### src/rtl/mem_stage_ctrl_pkg.sv
// Shared definitions for the MEM-stage data-memory controller.
package mem_stage_pkg;

    typedef enum logic [1:0] {
        IDLE = 2'd0,
        RD   = 2'd1,
        WR   = 2'd2
    } state_t;

    // Byte lanes within a 32-bit word, little-endian.
    localparam logic [1:0] LANE_0 = 2'd0;  // bits [7:0]
    localparam logic [1:0] LANE_1 = 2'd1;  // bits [15:8]
    localparam logic [1:0] LANE_2 = 2'd2;  // bits [23:16]
    localparam logic [1:0] LANE_3 = 2'd3;  // bits [31:24]

    localparam int unsigned TIMEOUT_DEFAULT = 16;
    localparam int unsigned CNT_W           = 8;

endpackage

### src/rtl/mem_stage_ctrl_if.sv
// Request/acknowledge data-memory port between the MEM stage and memory.
interface mem_stage_ctrl_if #(
    parameter int unsigned ADDR_W = 32
) ();

    logic              mem_req;
    logic              mem_we;
    logic [ADDR_W-1:0] mem_addr;
    logic [31:0]       mem_wdata;
    logic [31:0]       mem_rdata;
    logic              mem_ack;

    modport master (
        output mem_req,
        output mem_we,
        output mem_addr,
        output mem_wdata,
        input  mem_rdata,
        input  mem_ack
    );

    modport slave (
        input  mem_req,
        input  mem_we,
        input  mem_addr,
        input  mem_wdata,
        output mem_rdata,
        output mem_ack
    );

endinterface

### src/rtl/mem_stage_ctrl_sb_merge.sv
// Replaces one byte lane of a 32-bit word; used for read-modify-write byte stores.
module sb_merge
    import mem_stage_pkg::*;
(
    input  logic [31:0] word,
    input  logic [7:0]  data_byte,
    input  logic [1:0]  lane,
    output logic [31:0] merged
);

    // Overwrite the selected lane, keep the other three bytes.
    always_comb begin
        merged = word;
        case (lane)
            LANE_0:  merged[7:0]   = data_byte;
            LANE_1:  merged[15:8]  = data_byte;
            LANE_2:  merged[23:16] = data_byte;
            LANE_3:  merged[31:24] = data_byte;
            default: merged        = word;
        endcase
    end

endmodule

### src/rtl/mem_stage_ctrl.sv
// MEM-stage controller: word loads, word stores and read-modify-write byte
// stores over a req/ack memory port, with pipeline stall and timeout handling.
module mem_stage_ctrl
    import mem_stage_pkg::*;
#(
    parameter int unsigned ADDR_W  = 32,
    parameter int unsigned TIMEOUT = TIMEOUT_DEFAULT
) (
    input  logic              clk,
    input  logic              rst,
    input  logic              mtrin,
    input  logic              mwin,
    input  logic              sbin,
    input  logic [ADDR_W-1:0] addr_in,
    input  logic [31:0]       wdata_in,
    output logic              stall,
    mem_stage_ctrl_if.master  mem,
    output logic [31:0]       ld_data,
    output logic              ld_valid,
    output logic              err
);

    localparam logic [CNT_W-1:0] CNT_LAST = CNT_W'(TIMEOUT - 1);

    state_t           state;
    state_t           state_next;
    logic             rmw;
    logic [1:0]       lane;
    logic [7:0]       byte_q;
    logic [CNT_W-1:0] cnt;
    logic             tmo_hit;
    logic [31:0]      merged;

    sb_merge u_merge (
        .word      (mem.mem_rdata),
        .data_byte (byte_q),
        .lane      (lane),
        .merged    (merged)
    );

    // State register.
    always_ff @(posedge clk) begin
        if (rst) begin
            state <= IDLE;
        end else begin
            state <= state_next;
        end
    end

    // Next state and stall; stall drops only in the cycle an access completes.
    always_comb begin
        state_next = state;
        stall      = 1'b0;
        tmo_hit    = (state != IDLE) && !mem.mem_ack && (cnt == CNT_LAST);
        case (state)
            IDLE: begin
                stall = mtrin | mwin;
                if (mtrin || mwin) begin
                    state_next = (mtrin || sbin) ? RD : WR;
                end
            end
            RD: begin
                stall = 1'b1;
                if (mem.mem_ack) begin
                    if (rmw) begin
                        state_next = WR;
                    end else begin
                        state_next = IDLE;
                        stall      = 1'b0;
                    end
                end else if (tmo_hit) begin
                    state_next = IDLE;
                    stall      = 1'b0;
                end
            end
            WR: begin
                stall = 1'b1;
                if (mem.mem_ack || tmo_hit) begin
                    state_next = IDLE;
                    stall      = 1'b0;
                end
            end
            default: state_next = IDLE;
        endcase
    end

    // Bus, timeout counter, load result and error flag.
    always_ff @(posedge clk) begin
        if (rst) begin
            mem.mem_req   <= 1'b0;
            mem.mem_we    <= 1'b0;
            mem.mem_addr  <= '0;
            mem.mem_wdata <= '0;
            ld_data       <= '0;
            ld_valid      <= 1'b0;
            err           <= 1'b0;
            cnt           <= '0;
            rmw           <= 1'b0;
            lane          <= '0;
            byte_q        <= '0;
        end else begin
            ld_valid <= 1'b0;
            case (state)
                IDLE: begin
                    if (mtrin || mwin) begin
                        mem.mem_req  <= 1'b1;
                        mem.mem_addr <= {addr_in[ADDR_W-1:2], 2'b00};
                        cnt          <= '0;
                        if (mtrin) begin
                            // A load wins over a simultaneous store, which is flagged.
                            mem.mem_we <= 1'b0;
                            rmw        <= 1'b0;
                            if (mwin) begin
                                err <= 1'b1;
                            end
                        end else if (sbin) begin
                            mem.mem_we <= 1'b0;
                            rmw        <= 1'b1;
                            lane       <= addr_in[1:0];
                            byte_q     <= wdata_in[7:0];
                        end else begin
                            mem.mem_we    <= 1'b1;
                            mem.mem_wdata <= wdata_in;
                            rmw           <= 1'b0;
                        end
                    end
                end
                RD: begin
                    if (mem.mem_ack) begin
                        if (rmw) begin
                            // Read half of a byte store: request stays up for the write.
                            mem.mem_we    <= 1'b1;
                            mem.mem_wdata <= merged;
                            cnt           <= '0;
                        end else begin
                            mem.mem_req <= 1'b0;
                            ld_data     <= mem.mem_rdata;
                            ld_valid    <= 1'b1;
                        end
                    end else if (tmo_hit) begin
                        mem.mem_req <= 1'b0;
                        err         <= 1'b1;
                        if (!rmw) begin
                            ld_data  <= '0;
                            ld_valid <= 1'b1;
                        end
                    end else begin
                        cnt <= cnt + 1'b1;
                    end
                end
                WR: begin
                    if (mem.mem_ack) begin
                        mem.mem_req <= 1'b0;
                    end else if (tmo_hit) begin
                        mem.mem_req <= 1'b0;
                        err         <= 1'b1;
                    end else begin
                        cnt <= cnt + 1'b1;
                    end
                end
                default: mem.mem_req <= 1'b0;
            endcase
        end
    end

endmodule

### src/flat_wrapper.sv
// flat-port wrapper written by rule: the top's interface ports become plain ports
module mem_stage_ctrl_flat import mem_stage_pkg::*;
#(
    parameter int unsigned ADDR_W  = 32,
    parameter int unsigned TIMEOUT = TIMEOUT_DEFAULT
)
  (clk, rst, mtrin, mwin, sbin, addr_in, wdata_in, stall, ld_data, ld_valid, err, mem_mem_req, mem_mem_we, mem_mem_addr, mem_mem_wdata, mem_mem_rdata, mem_mem_ack);
  mem_stage_ctrl_if #(.ADDR_W(ADDR_W)) mem_i ();
  input  logic clk;
  input  logic rst;
  input  logic mtrin;
  input  logic mwin;
  input  logic sbin;
  input  logic [ADDR_W-1:0] addr_in;
  input  logic [31:0] wdata_in;
  output logic stall;
  output logic [31:0] ld_data;
  output logic ld_valid;
  output logic err;
  output wire logic [$bits(mem_i.mem_req)-1:0] mem_mem_req;
  output wire logic [$bits(mem_i.mem_we)-1:0] mem_mem_we;
  output wire logic [$bits(mem_i.mem_addr)-1:0] mem_mem_addr;
  output wire logic [$bits(mem_i.mem_wdata)-1:0] mem_mem_wdata;
  input wire logic [$bits(mem_i.mem_rdata)-1:0] mem_mem_rdata;
  input wire logic [$bits(mem_i.mem_ack)-1:0] mem_mem_ack;
  assign mem_mem_req = mem_i.mem_req;
  assign mem_mem_we = mem_i.mem_we;
  assign mem_mem_addr = mem_i.mem_addr;
  assign mem_mem_wdata = mem_i.mem_wdata;
  assign mem_i.mem_rdata = mem_mem_rdata;
  assign mem_i.mem_ack = mem_mem_ack;
  mem_stage_ctrl #(.ADDR_W(ADDR_W), .TIMEOUT(TIMEOUT)) u_core (.clk(clk), .rst(rst), .mtrin(mtrin), .mwin(mwin), .sbin(sbin), .addr_in(addr_in), .wdata_in(wdata_in), .stall(stall), .mem(mem_i), .ld_data(ld_data), .ld_valid(ld_valid), .err(err));
endmodule
### config.mk
export PLATFORM = sky130hd
export DESIGN_NAME = mem_stage_ctrl_flat
export DESIGN_NICKNAME = d
export VERILOG_FILES = /design/src/rtl/mem_stage_ctrl_pkg.sv /design/src/rtl/mem_stage_ctrl_if.sv /design/src/rtl/mem_stage_ctrl_sb_merge.sv /design/src/rtl/mem_stage_ctrl.sv /design/src/flat_wrapper.sv
export SDC_FILE = /design/constraint.sdc
export NUM_CORES = 1
export LEC_CHECK = 0
export ABC_AREA = 1
export CORE_MARGIN = 2
export CORE_UTILIZATION = 50
export CTS_BUF_LIST = sky130_fd_sc_hd__clkbuf_8
export DETAILED_ROUTE_END_ITERATION = 6
export GPL_TIMING_DRIVEN = 0
export PLACE_DENSITY = 0.86
export SLEW_MARGIN = 5
export SYNTH_ARGS = -nofsm -noshare
export SYNTH_HDL_FRONTEND = slang
export SYNTH_HIERARCHICAL = 1
export SYNTH_SLANG_ARGS = --single-unit
### constraint.sdc
create_clock -name clk -period 3.7 [get_ports clk]
set_input_delay 0.74 -clock clk [delete_from_list [all_inputs] [get_ports clk]]
set_output_delay 0.74 -clock clk [all_outputs]
set_load 0.02 [all_outputs]
==> summary.md, run 1 <==
| Metric | Value |
|---|---|
| Status | complete, no violations |
| Worst-path cell chain | clkdlybuf4s50_1 > inv_2 > nand2_1 > nand2_2 > clkbuf_1 > a31oi_1 > clkdlybuf4s50_1 |
| Largest net degree at the start of global routing | 17 |
| Hold crit path type | flop to flop |
| Starting Density | 51.7% |
| Relative slew margins | 59.0% |
| CTS buffer count | 17 |
| PwrDens | 614 mW/mm^2 |
| Initial antenna violation count | 0 |
| Mapped Area | 0.00566 mm^2 |
| Synth Area in Compound Gates | 12.1% |
| Hold-fix buffers, CTS | 0 |
| Via count | 6175 |
| Global-route wire length before repair | 27.2 mm |
| Max H-tree Level | 4 |
| Most used cell, CP | clkdlybuf4s50_1 |
| Simple-gate portion of the synthesized area | 35.3% |
| Post-placement cell count | 1154 |
| Peak Freq | 0.291 GHz |
| Most common cell after layout, fill and taps aside | nand2_1 |
| Max-Cap Viols | 0 |
| Largest family of logic cells by synthesized area | simple AND/OR/NAND/NOR gates |
| Area of the die | 0.0122 mm^2 |
| Post-CTS Resized | 0 |
| Synth warnings | 6 |
| Die span in x | 110 um |
| WP data required | 2.96 ns |
| Total global routing overflow | 0 |
| Worst setup EP type | output port |
| Vias in the first global route | 5575 |
| RSZ-0062 raised after global routing | false |
| Top fanout value on the critical path | 10 |
| WL per Instance | 15.1 um |
| Leakage | 3.42 nW |
| Mapped Cells | 814 |
| Clock sinks | 119 |
| Worst Max-Slew Pin Slew | 0.616 ns |
| Seq/Total Area, Yosys | 42.1% |
| XOR/XNOR Fraction of Synth Area | 0.155% |
| Final GP Congestion | 0.887 |
| CTS tree | built |
| Setup bufs post-CTS | 0 |
| Layout cell share with drive strength beyond 1 | 9.94% |
| Non-Filler Instances | 1186 |
| Pre-CTS setup slack | 0.250 ns |
| Startpoint Class | primary input |
| Vias/cell | 5.21 |
| Post-synthesis mux area share | 0% |
| ANT cells | 0 |
| Nets | 1140 |
| Starting DRT DRC Count | 528 |
| Core area | 0.0109 mm^2 |
| WL final | 17.9 mm |
| Final hold violation count | 0 |
| Num ports | 203 |
| CP Class | primary input to output port |
| Tmin final | 3.44 ns |
| PnR worst setup slack | 0.260 ns |
| Clock latency on the worst-skew pair | 0.42 ns |
| Syn Area/Cell | 6.95 um^2 |
| Final setup fails | 0 |
| Arr. time, crit path | 2.70 ns |
| GRT Total Usage | 28.9% |
| Area Overhead vs Synth | 46.9% |
| DPL Wire Length | 13.2 mm |
| VDD IR-drop max | 0.000419 V |
| Skew final | 0.0112 ns |
| DRC Markers | 0 |
| IO buf count | 199 |
| Clock Tree Buf Depth | 2 |
| Netlist cell types | 34 |
| Delay of the slowest critical-path stage | 0.64 ns |
| Drt first pass iters | 6 |
| Final core occ | 75.9% |
| Number of cell rows | 38 |
| Post-Synth Adder-Cell Area | 1.11% |
| Post-synthesis register bit count | 119 |
| CTS root buf | clkbuf_8 |
| Clock slew seen by the registers of the worst setup and hold paths | 0.07 ns |
| CP max-delay cell | clkdlybuf4s50_1 |
| Antenna Nets Post-Route | 0 |
| Final Cycle Share | 93.0% |
| Most frequent cells in the layout | 270 x nand2_1, 199 x clkdlybuf4s50_1, 119 x dfxtp_1, 96 x nor2_1, 77 x a21oi_1 |
| Sum Neg Setup Slack | 0 ns |
| Final Max Tran Viols | 0 |
| Die Ht | 110 um |
==> final timing paths <==
kind / startpoint / end / slack (ns) / cells past startpoint
hold / removal: u_core/ld_data[17] / u_core/ld_data[17] / 0.46 / 2
hold reg to reg: u_core/ld_data[17] / u_core/ld_data[17] / 0.46 / 2
setup / recovery: mtrin / stall / 0.26 / 7
setup reg to reg: u_core/state[0] / u_core/ld_data[8] / 1.88 / 10
==> power by group <==
part / internal, mW / switching, mW / total (mW)
registers: 1.50 / 0.125 / 1.63
clock network: 0.884 / 0.544 / 1.43
logic: 0.857 / 1.19 / 2.05
==> through the flow <==
stage | hold WS, ns | instance area, um^2 | total power [mW]
floorplan | 0.437 | 5660 | 2.88
global placement | 0.445 | 7830 | 3.64
detailed placement | 0.449 | 7830 | 3.67
CTS | 0.460 | 8310 | 5.10
global route | 0.476 | 8310 | 5.36
finish | 0.462 | 8310 | 5.10
==> flip-flops by register name, summed over array words and instances, names as in the netlist <==
register,flops
u_core/mem.mem_wdata,32
u_core/mem.mem_addr,30
u_core/mem.mem_we,1
u_core/ld_data,32
u_core/err,1
u_core/ld_valid,1
u_core/state,2
u_core/cnt,8
u_core/rmw,1
u_core/mem.mem_req,1
u_core/lane,2
u_core/byte_q,8
==> kinds of logic (layout without fill, tap and decap cells) <==
family          Yosys count  after routing
simple gates            463            463
compound gates          135            135
flops                   119            119
buf+inv                  90            321
fa+ha+maj                 5              5
other cells               1              2
xor+xnor                  1              1
==> cells in the mapped netlist, drive strengths merged <==
cell type | count | area share (%)
conb | 1 | 0.066
clkbuf | 17 | 1.1
or2 | 1 | 0.11
nand2 | 282 | 20
xnor2 | 1 | 0.15
nor2 | 104 | 7.7
nor3b | 1 | 0.22
nor4 | 1 | 0.11
buf | 36 | 5.4
dfxtp | 119 | 42
nor3 | 2 | 0.27
a31oi | 3 | 0.33
a21o | 1 | 0.13
inv | 37 | 2.6
a21oi | 77 | 6.8
o21ai | 54 | 4.8
nand3 | 69 | 6.4
ha | 5 | 1.1
nand4 | 3 | 0.60
==> layout make-up <==
cell class / count / area, um^2
Multi-Input combinational cell: 606 / 2760
Fill cell: 855 / 2630
Sequential cell: 119 / 2380
Timing Repair Buffer: 199 / 1990
Buffer: 53 / 370
Clock buffer: 18 / 248
Clock inverter: 14 / 231
Tap cell: 140 / 175
Inverter: 37 / 146
==> worst max-delay path: cells and delay by family <==
| kind | cells | cell delay, ns |
|---|---|---|
| simple gates | 2 | 0.26 |
| compound gates | 1 | 0.27 |
| buf+inv | 4 | 1.44 |
==> per-layer routing <==
| metal | GRT usage, % | wire (um) |
|---|---|---|
| met4 | 8.48 | 298 |
| met3 | 8.52 | 1810 |
| met1 | 34.7 | 7150 |
| met5 | 0 | 0 |
| met2 | 49.9 | 8630 |
No activity file was read; power rests on OpenSTA's default activity.
==> run 2, diff against run 1 <==
- CORE_UTILIZATION: 50 -> 49
- CTS_BUF_LIST: sky130_fd_sc_hd__clkbuf_8 -> not set
- PLACE_DENSITY: 0.86 -> 0.85
==> run 2 against run 1 <==
Against the previous run: count of clock-buffer cells in the layout grew 3; register-to-register slack gained 0.03 ns; power grew 2.5%; combinational power is essentially flat; sequential power is essentially flat; sequential share of layout area shrank 0.27 points; design area grew 0.96%; cell count grew 0.17%; setup slack lost 0.018 ns; first-iteration DRC count shrank 7.6%; utilization shrank 1.9 points; clock power grew 9%; largest power group unchanged.
==> summary.md, run 2 (synthesized netlist as in run 1, its figures left out) <==
| Metric | Value |
|---|---|
| Largest net degree at the start of global routing | 17 (unchanged) |
| Post-CTS Resized | 0 (unchanged) |
| CTS tree | built |
| ANT cells | 0 (unchanged) |
| Num ports | 203 (unchanged) |
| Starting DRT DRC Count | 488 (-7.6%) |
| Setup bufs post-CTS | 0 (unchanged) |
| Area Overhead vs Synth | 48.3% |
| RR Endpoint | u_core/ld_data[5] |
| Worst-path cell chain | clkdlybuf4s50_1 > inv_2 > nand2_1 > nand2_2 > clkbuf_1 > a31oi_1 > clkdlybuf4s50_1 |
| Final hold violation count | 0 (unchanged) |
| Tmin final | 3.46 ns (+0.0180 ns) |
| Final Max Tran Viols | 0 (unchanged) |
| Starting Density | 50.0% (-1.8 points) |
| CP max-delay cell | clkdlybuf4s50_1 |
| Final GP Congestion | 0.896 (+1.1%) |
| CTS root buf | clkbuf_16 |
| Critical path's top delay family | buffers and inverters |
| Hold-fix buffers, CTS | 0 (unchanged) |
| CP Capture Point | stall |
| Most frequent cells in the layout | 270 x nand2_1, 199 x clkdlybuf4s50_1, 119 x dfxtp_1, 96 x nor2_1, 77 x a21oi_1 |
| Core area | 0.0113 mm^2 (+3.5%) |
| Vias/cell | 5.13 (-1.4%) |
| Most used cell, CP | clkdlybuf4s50_1 |
| GRT Total Usage | 27.9% (-0.99 points) |
| DRC Markers | 0 (unchanged) |
| Die Ht | 111 um (+0.98%) |
| VDD IR-drop max | 0.000377 V (-10%) |
| Peak Freq | 0.289 GHz (-0.52%) |
| Total Power | 5.23 mW (+2.5%) |
| Sum Neg Setup Slack | 0 ns (unchanged) |
| Buf/Inv on CP | 4 (unchanged) |
| Clock slew seen by the registers of the worst setup and hold paths | 0.05 ns (-0.02 ns) |
| Antenna Nets Post-Route | 0 (unchanged) |
| Initial antenna violation count | 0 (unchanged) |
| Via count | 6096 (-1.3%) |
| Arr. time, crit path | 2.72 ns (+0.02 ns) |
| WL per Instance | 14.7 um (-2.5%) |
| Most common cell after layout, fill and taps aside | nand2_1 |
| Clock Tree Buf Depth | 2 (unchanged) |
| PwrDens | 623 mW/mm^2 (+1.5%) |
| RR Startpoint | u_core/state[1] |
| Delay of the slowest critical-path stage | 0.64 ns (about the same) |
| Startpoint Class | primary input |
| Fill cell total of the finished layout | 912 (+6.7%) |
| Die span in x | 111 um (+0.98%) |
| Leakage | 3.45 nW (+0.79%) |
| WP data required | 2.96 ns (about the same) |
| Area of the die | 0.0124 mm^2 (+2.0%) |
| Hold_sp | u_core/ld_data[30] |
| DPL Wire Length | 12.9 mm (-2.9%) |
| Worst Max-Slew Pin Slew | 0.607 ns (-0.00852 ns) |
| Max-Cap Viols | 0 (unchanged) |
| CTS buffer count | 17 (unchanged) |
| WL final | 17.5 mm (-2.3%) |
| Final setup fails | 0 (unchanged) |
| Max H-tree Level | 4 (unchanged) |
| Relative slew margins | 59.5% (+0.57 points) |
| Clock latency on the worst-skew pair | 0.41 ns (about the same) |
| IO buf count | 199 (unchanged) |
| Vias in the first global route | 5709 (+2.4%) |
| Reg2reg setup slack | 1.91 ns (+0.03 ns) |
| Worst setup EP type | output port |
| Clock sinks | 119 (unchanged) |
| Final Cycle Share | 93.5% (+0.49 points) |
| Worst Setup SP | mtrin |
| Drt first pass iters | 5 (-1) |
| Status | complete, no violations |
| Top flop regs | u_core/ld_data: 32 flops, u_core/mem.mem_wdata: 32 flops, u_core/mem.mem_addr: 30 flops |
| Global-route wire length before repair | 28.0 mm (+3.0%) |
| Nets | 1140 (unchanged) |
| Layout cell share with drive strength beyond 1 | 9.76% (-0.18 points) |
| Total global routing overflow | 0 (unchanged) |
| Hold crit path type | flop to flop |
| Number of cell rows | 39 (+2.6%) |
| Skew final | 0.00797 ns (-0.00327 ns) |
| Top fanout value on the critical path | 10 (unchanged) |
| Hold slack | 0.456 ns (-0.00559 ns) |
| Critical Path Stages | 7 (unchanged) |
| RSZ-0062 raised after global routing | false |
| R2R depth | 10 (unchanged) |
| CP Class | primary input to output port |
-- run 2: changes by cell type in the layout (fill, tap and decap cells not counted) --
cell        delta
clkbuf_1       +3
clkinv_2       +4
inv_1          -2
clkbuf_8      -17
bufinv_16      -4
clkinv_4       -3
clkbuf_16     +17
clkinvlp_4     +1
-- run 2: how the worst min path moves through the flow --
stage                    endpoint  slack (ns)  cells after the start
3_3_place_gp       u_core/lane[0]        0.45                      2
2_1_floorplan      u_core/lane[0]        0.44                      2
6_report       u_core/ld_data[30]        0.46                      2
5_1_grt        u_core/ld_data[28]        0.47                      2
3_5_place_dp   u_core/ld_data[30]        0.45                      2
4_1_cts        u_core/ld_data[30]        0.46                      2
-- run 2: layer usage --
layer,track usage (%),part of all wire (%),vias up
met5,0,0,-
met2,47.4,48,278
li1,-,-,3045
met3,9.58,9.7,45
met4,9.47,2.7,0
met1,33.1,40,2728
-- run 2: final cells by class --
type / count / area (um^2) / area share, %
multi-input combinational: 606 / 2760 / 32.9
clock inverter: 10 / 105 / 1.25
sequential: 119 / 2380 / 28.4
tap: 143 / 179 / 2.13
buffer: 53 / 370 / 4.42
inverter: 37 / 146 / 1.75
clock buffer: 21 / 450 / 5.37
timing repair buffer: 199 / 1990 / 23.8
-- run 2: worst reg2reg max path, delay by kind of cell (launching register included) --
kind | cells | cell delay (ns)
adder cells (fa/ha/maj) | 1 | 0.20
flip-flops | 1 | 0.37
buffers and inverters | 3 | 0.41
AO/OA/AOI/OAI | 1 | 0.06
AND/OR/NAND/NOR | 5 | 0.61
-- run 2: report_power, final --
group          switching (mW)  leakage (nW)  total, mW  internal [mW]
Sequential              0.125         0.974       1.63           1.50
Combinational            1.18          2.20       2.04          0.857
Clock                   0.563         0.272       1.56          0.995
-- run 2: per-stage QoR --
stage	setup WS (ns)	utilization, %	cells	instance area (um^2)
final	0.242	74.1	1188	8390
after global routing	0.140	74.1	1188	8390
after CTS	0.230	74.1	1188	8390
after detailed placement	0.239	69.2	1157	7830
after global placement	0.259	69.2	1157	7830
after floorplan	1.39	-	815	5660
==> run 3, diff against run 2 <==
- CAP_MARGIN: not set -> 25
==> results of run 3 <==
Final layout, timing and power as in run 2 (identical DEF).
